### src/rtl/filter_pkg.sv
// rtl/filter_pkg.sv - shared constants for the 9x9 box-average filter datapath
package filter_pkg;
    localparam int WIN      = 9;       // window side
    localparam int PW       = 10;      // pixel width
    localparam int NPIX     = WIN * WIN;
    localparam int RSUM_W   = 14;      // 9 * 1023 = 9207
    localparam int WSUM_W   = 17;      // 81 * 1023 = 82863
    localparam int RECIP81  = 207127;  // ceil(2^24 / 81), exact floor(S/81) over 0..82863
    localparam int RECIP_SH = 24;
    localparam int PROD_W   = 35;
endpackage

### src/rtl/row_adder.sv
// rtl/row_adder.sv - combinational sum of one window row of WIN pixels
// Ports:
//   pix_i  in   WIN*PW   row pixels, pixel 0 at the LSBs
//   sum_o  out  RSUM_W   unsigned sum of the row
module row_adder
    import filter_pkg::*;
(
    input  logic [WIN*PW-1:0] pix_i,
    output logic [RSUM_W-1:0] sum_o
);

    always_comb begin
        sum_o = '0;
        for (int i = 0; i < WIN; i++) begin
            sum_o = sum_o + RSUM_W'(pix_i[i*PW +: PW]);
        end
    end

endmodule

### src/rtl/operation.sv
// rtl/operation.sv - 3-stage pipelined 9x9 box-average (mean) filter core
// Ports:
//   clk       in   1            rising-edge clock
//   rst       in   1            asynchronous active-high reset, clears all stages
//   refresh   in   1            synchronous flush, clears all stages
//   data_bus  in   WIN*WIN*PW   window, pixel k = 9*row + col at bits [10k+9:10k]
//   out       out  PW           registered floor(sum / 81), 3 edges after capture
module operation #(
    parameter int WIN = filter_pkg::WIN,
    parameter int PW  = filter_pkg::PW
) (
    input  logic                  clk,
    input  logic                  rst,
    input  logic                  refresh,
    input  logic [WIN*WIN*PW-1:0] data_bus,
    output logic [PW-1:0]         out
);
    import filter_pkg::RSUM_W;
    import filter_pkg::WSUM_W;
    import filter_pkg::RECIP81;
    import filter_pkg::RECIP_SH;
    import filter_pkg::PROD_W;

    logic [RSUM_W-1:0] row_sum_d [WIN];
    logic [RSUM_W-1:0] row_sum_q [WIN];
    logic [WSUM_W-1:0] wsum_d;
    logic [WSUM_W-1:0] wsum_q;
    logic [PROD_W-1:0] prod;
    logic [PW-1:0]     out_d;
    logic              prod_unused;

    // Stage 1 adders: one per window row
    for (genvar r = 0; r < WIN; r++) begin : g_row
        row_adder u_row_adder (
            .pix_i (data_bus[r*WIN*PW +: WIN*PW]),
            .sum_o (row_sum_d[r])
        );
    end

    // Stage 2 adder: window sum of the registered row sums
    always_comb begin
        wsum_d = '0;
        for (int r = 0; r < WIN; r++) begin
            wsum_d = wsum_d + WSUM_W'(row_sum_q[r]);
        end
    end

    // Stage 3: divide by 81 via reciprocal multiply; result never exceeds 1023
    assign prod        = PROD_W'(wsum_q) * PROD_W'(RECIP81);
    assign out_d       = prod[RECIP_SH +: PW];
    assign prod_unused = ^{prod[PROD_W-1:RECIP_SH+PW], prod[RECIP_SH-1:0]};

    always_ff @(posedge clk or posedge rst) begin
        if (rst) begin
            for (int r = 0; r < WIN; r++) row_sum_q[r] <= '0;
            wsum_q <= '0;
            out    <= '0;
        end else if (refresh) begin
            for (int r = 0; r < WIN; r++) row_sum_q[r] <= '0;
            wsum_q <= '0;
            out    <= '0;
        end else begin
            for (int r = 0; r < WIN; r++) row_sum_q[r] <= row_sum_d[r];
            wsum_q <= wsum_d;
            out    <= out_d;
        end
    end

endmodule

### config.mk
export PLATFORM = sky130hd
export DESIGN_NAME = operation
export DESIGN_NICKNAME = d
export VERILOG_FILES = /design/src/rtl/filter_pkg.sv /design/src/rtl/row_adder.sv /design/src/rtl/operation.sv
export SDC_FILE = /design/constraint.sdc
export NUM_CORES = 2
export LEC_CHECK = 0
export ABC_AREA = 0
export CORE_AREA = 2 2 320 322
export DETAILED_ROUTE_END_ITERATION = 8
export DIE_AREA = 0 0 322 324
export GPL_TIMING_DRIVEN = 1
export MAX_ROUTING_LAYER = met4
export PLACE_DENSITY_LB_ADDON = 0.2
export SLEW_MARGIN = 30
export SYNTH_ARGS = -nofsm -noshare
export SYNTH_HDL_FRONTEND = slang
export SYNTH_SLANG_ARGS = --single-unit
### constraint.sdc
create_clock -name clk -period 8.65 [get_ports clk]
set_input_delay 2.595 -clock clk [delete_from_list [all_inputs] [get_ports clk]]
set_output_delay 2.595 -clock clk [all_outputs]
set_load 0.01 [all_outputs]
Word level (Yosys, flattened, before mapping)
Cells that the tools add are included.

Flip-flop bits (word level): 153. Logic and storage cells: 95. Output and inout port bits: 10. Input bits: 813.

Multiply operators: 1. Add/sub/neg operators: 80. Mux-type cells: 3.

Operators by type and width (count): adder 14 x 10 -> 14 bit (63); 2-to-1 mux 126 bit (1); adder 10 x 10 -> 11 bit (9); adder 17 x 14 -> 17 bit (5); multiplier 17 x 18 -> 34 bit, second input constant (1); adder 16 x 14 -> 17 bit (1); 2-to-1 mux 17 bit (1); adder 15 x 14 -> 16 bit (1); adder 14 x 14 -> 15 bit (1); 2-to-1 mux 10 bit (1).

Depth between registers and ports, before layout
Depth after elaboration: 9. Mapped depth: 22. Depth with buffers taken out: 22.

Modules after synthesis
Synthesis repeated with hierarchy kept, for this count alone.

Cell total of the unflattened synthesis: 3017. Area, all modules: 32120.8 µm².

By module, submodules not included: operation (sequential area each 3828.7 µm², area each 12595.8 µm², times used 1, cells each 1056); row_adder (g_row[0].u_row_adder ...) (sequential area each 0.0 µm², area each 2168.3 µm², times used 5, cells each 217); row_adder (g_row[5].u_row_adder ...) (sequential area each 0.0 µm², area each 2170.8 µm², times used 4, cells each 219).

Worst setup path after synthesis
OpenSTA, ideal clock, no wires.

Kind: input to register. Start: in data_bus[720]. End: reg row_sum_q[12] (netlist name). Setup slack: 1.416 ns. Setup time: 0.132 ns. Arrival time: 7.103 ns. Required time: 8.518 ns. Cell stages on the path: 19. Path buffers: 0. Path through: ha_1 -> fa_1 -> xor2_1 -> fa_1 -> fa_1 -> inv_1 -> fa_1 -> fa_1 -> inv_1 -> ha_1 -> fa_1 -> a21o_1 -> a21o_1 -> a21o_1 -> a21oi_1 -> o21a_1 -> o21ai_0 -> xnor2_1 -> nor2_1.

Cells in the longest elaborated chain, start to end: 9.

RTL lines: start: declaration (RTL line operation.sv:15) `input logic [WIN*WIN*PW-1:0] data_bus,`; adder 10 x 10 -> 11 bit (RTL line row_adder.sv:15) `sum_o = sum_o + RSUM_W'(pix_i[i*PW +: PW]);`; adder 14 x 10 -> 14 bit (7 in series) (RTL line row_adder.sv:15); 2-to-1 mux 126 bit (RTL line operation.sv:58) `end else if (refresh) begin`; end: declaration (RTL line operation.sv:25) `logic [RSUM_W-1:0] row_sum_q [WIN];`.

No other way between the ends.

Worst setup path in the final report
Start: in data_bus[360]. End: reg row_sum_q[69] (netlist name).

The elaborated chain is that of the path after synthesis.

==> flow_metrics.env <==
export IMPL_status="finished clean"
export IMPL_dpl_instance_area_mm2=0.0427
export IMPL_drtPass1Iterations=5
export IMPL_rsz0062_at_grt="false"
export IMPL_cts_sinks=153
export IMPL_yosys_most_used_dff="dfrtp_1"
export IMPL_fin_area_mm2=0.0434
export IMPL_setup_worst_path_start_class="input port"
export IMPL_avgViaCountPerCell=4.30
export IMPL_ys_warn_count=0
export IMPL_wl_met1_um=41600
export IMPL_fmaxAchievable_mhz=127
export IMPL_wl_met2_um=56100
export IMPL_hold_viol=0
export IMPL_synth_simple_area_share=0.0454
export IMPL_ys_seq_area_frac=0.116
export IMPL_slowest_stage="fa_1"
export IMPL_fin_crit_sh=0.913
export IMPL_synth_top_family_by_area="adder cells"
export IMPL_drive_gt1_frac=0.0136
export IMPL_skew_ns=0.0172
export IMPL_cp_num_buf_inv=3
export IMPL_async_flop_share=1.00
export IMPL_avgSynthCellArea_um2=10.0
export IMPL_hp_class="flop to flop"
export IMPL_track_usage=0.209
export IMPL_portBuffers=822
export IMPL_drv_cap=0
export IMPL_tightest_slew_ns=0.913
export IMPL_vias=23500
export IMPL_max_stage_delay_ns=0.49
export IMPL_crit_family="adder cells"
export IMPL_top_layer="met4"
export IMPL_clockRootBuffer="clkbuf_16"
export IMPL_synth_compound_area_frac=0.0669
export IMPL_synth_area_mux_share=0.000913
export IMPL_synth_edf_count=0
export IMPL_die_y_um=324
export IMPL_hold_buffers=0
export IMPL_cts_buffers=17
export IMPL_arrival_ns=8.25
export IMPL_path_max_fanout=4
export IMPL_htree_levels=4
export IMPL_postCtsSetupBuffers=0
export IMPL_ant_nets=0
export IMPL_start_util=0.326
export IMPL_min_period_ns=7.90
export IMPL_drc_errors=0
export IMPL_setup_tns_ns=0
export IMPL_synth_xor_area_frac=0.0445
export IMPL_post_drt_wl_per_cell_um=19.0
export IMPL_synth_cell_type_count=55
export IMPL_coreArea_mm2=0.101
export IMPL_end_kind="flop"
export IMPL_ys_ff_latch=153
export IMPL_hpwlAfterDp_um=97700
export IMPL_first_iter_violations=756
export IMPL_wl_um=103000
export IMPL_cts_tree="yes"
export IMPL_grt_max_degree=113
export IMPL_rows=117
export IMPL_setup_viol=0
export IMPL_clockBufferDepth=2
export IMPL_wl_met3_um=4280
export IMPL_cts_resized=0
export IMPL_area_growth_syn_to_layout_pct=31.9
export IMPL_fill_cells=9977
export IMPL_netlist_area_mm2=0.0329
export IMPL_antenna_found_initial=21
export IMPL_crit_type="input port to flop"
export IMPL_clk_pin_slew_ns=0.08
export IMPL_grt_overflow=0
export IMPL_die_x_um=322
export IMPL_synthAdderAreaFrac=0.591
export IMPL_slew_viol_final=0
export IMPL_gp_congestion=0.962
export IMPL_ios=823
export IMPL_crit_top_cell="fa_1"
export IMPL_final_util=0.430
export IMPL_syn_nets=5218
export IMPL_fin_nets=6044
export IMPL_synthCells=3284
export IMPL_slew_headroom=0.391
export IMPL_dieArea_mm2=0.104
export IMPL_clock_latency_ns=0.45
export IMPL_cp_data_required_time_ns=9.00
export IMPL_grt_pass1_vias=26300
export IMPL_grt_pass1_wl_um=155000
export IMPL_cp_cell_sequence="clkdlybuf4s50_1 -> ha_1 -> fa_1 -> a21oi_1 -> nor2_1 -> nor2_1 -> o21bai_1 -> a21oi_1 -> o21bai_1 -> a21oi_1 -> xnor2_1 -> fa_1 -> inv_1 -> fa_1 -> fa_1 -> inv_1 -> fa_1 -> ha_1 -> nand2_1 -> o21a_1 -> o21ai_0 -> a21oi_1 -> nor3b_1"
==> synthesized netlist by cell type (2+ instances only) <==
cell type / instances / area, µm²
inv_1: 1163 / 4370
fa_1: 721 / 14400
ha_1: 400 / 5000
dfrtp_1: 153 / 3830
a21oi_1: 141 / 706
nor2_1: 140 / 526
xnor2_1: 113 / 990
a21o_1: 68 / 510
nand2_1: 61 / 229
xor2_1: 54 / 473
o21bai_1: 38 / 285
nor2b_1: 34 / 213
o21ai_0: 33 / 165
o21a_1: 21 / 158
clkbuf_1: 18 / 67.6
nor3_1: 16 / 80.1
a31oi_1: 10 / 62.6
nand3_1: 10 / 50.1
nor3b_1: 9 / 67.6
or3_1: 8 / 50.1
a21oi_2: 7 / 61.3
nor4_1: 6 / 37.5
and3_1: 5 / 31.3
nor4bb_1: 5 / 50.1
nand2b_1: 4 / 25.0
nor4b_1: 4 / 35.0
o211ai_1: 4 / 30.0
a211oi_1: 3 / 22.5
a311o_1: 3 / 30.0
mux2i_1: 3 / 30.0
nor3_2: 3 / 30.0
o2111ai_1: 2 / 17.5
o31ai_1: 2 / 15.0
==> worst paths after layout <==
path	endpoint	slack, ns	depth (start not counted)	start
worst max-delay path	row_sum_q[69]	0.75	23	data_bus[360]
worst min-delay path	wsum_q[0]	0.78	3	row_sum_q[112]
worst max register to register	out[8]	3.06	19	wsum_q[10]
worst min register to register	wsum_q[0]	0.78	3	row_sum_q[112]
max in group asynchronous	row_sum_q[82]	4.72	3	rst
min in group asynchronous	out[0]	2.67	2	rst
==> final cells by class <==
type	count	area, µm²	area share
diodes	20	50.0	0.00115
clock buffers	17	425	0.00980
clock inverters	15	199	0.00458
inverters	1163	4370	0.101
multi-input cells	1950	24600	0.568
flip-flops and latches	153	3830	0.0882
well taps	1309	1640	0.0377
repair buffers	825	8250	0.190
==> cells in the final DEF (no fill, tap or decap), drive strengths merged, types with 5 or more instances in the layout <==
cell type / netlist / layout
inv: 1163 / 1170
clkdlybuf4s50: 0 / 821
fa: 721 / 721
ha: 400 / 400
dfrtp: 153 / 153
a21oi: 148 / 148
nor2: 140 / 140
xnor2: 113 / 113
a21o: 68 / 68
nand2: 61 / 61
xor2: 54 / 54
o21bai: 39 / 39
o21ai: 35 / 35
nor2b: 34 / 34
o21a: 22 / 22
diode: 0 / 20
nor3: 19 / 19
clkbuf: 18 / 17
nand3: 10 / 10
a31oi: 10 / 10
nor3b: 9 / 9
or3: 8 / 8
nor4: 6 / 6
clkinv: 0 / 6
and3: 5 / 5
nor4bb: 5 / 5
o211ai: 5 / 5
==> sequential cells by signal, indices dropped and copies added, names as in the netlist <==
| name | count |
|---|---|
| out | 10 |
| wsum_q | 17 |
| row_sum_q | 126 |
==> stage by stage <==
step | hold WS [ns] | worst slack [ns] | std cells
detailed placement | 0.753 | 0.299 | 5400
global placement | 0.749 | 0.337 | 5400
CTS | 0.777 | 0.772 | 5432
finish | 0.780 | 0.749 | 5452
floorplan | 0.716 | 1.42 | 3284
global route | 0.855 | 0.375 | 5452
==> tightest hold or removal path: cells and delay by family (launching register included) <==
kind / cells / cell delay (ns)
flip-flops: 1 / 0.35
adder cells (fa/ha/maj): 2 / 0.28
AND/OR/NAND/NOR: 1 / 0.11
==> cells by family after synthesis <==
kind of cell,Yosys count
buffers and inverters,1181
muxes,3
xor gates and xnor gates,167
and+or+nand+nor,313
DFF,153
adders and majority gates,1121
AOI/OAI and AO/OA,346
==> layer usage <==
metal	vias up	GRT usage
met2	417	0.374
met4	0	0.0416
met3	67	0.0341
met1	11700	0.248
li1	11300	-
met5	-	-
Power is left out: the tool's default activity adds up to more than one toggle a clock period on the data nets, which glitch-free logic cannot reach.
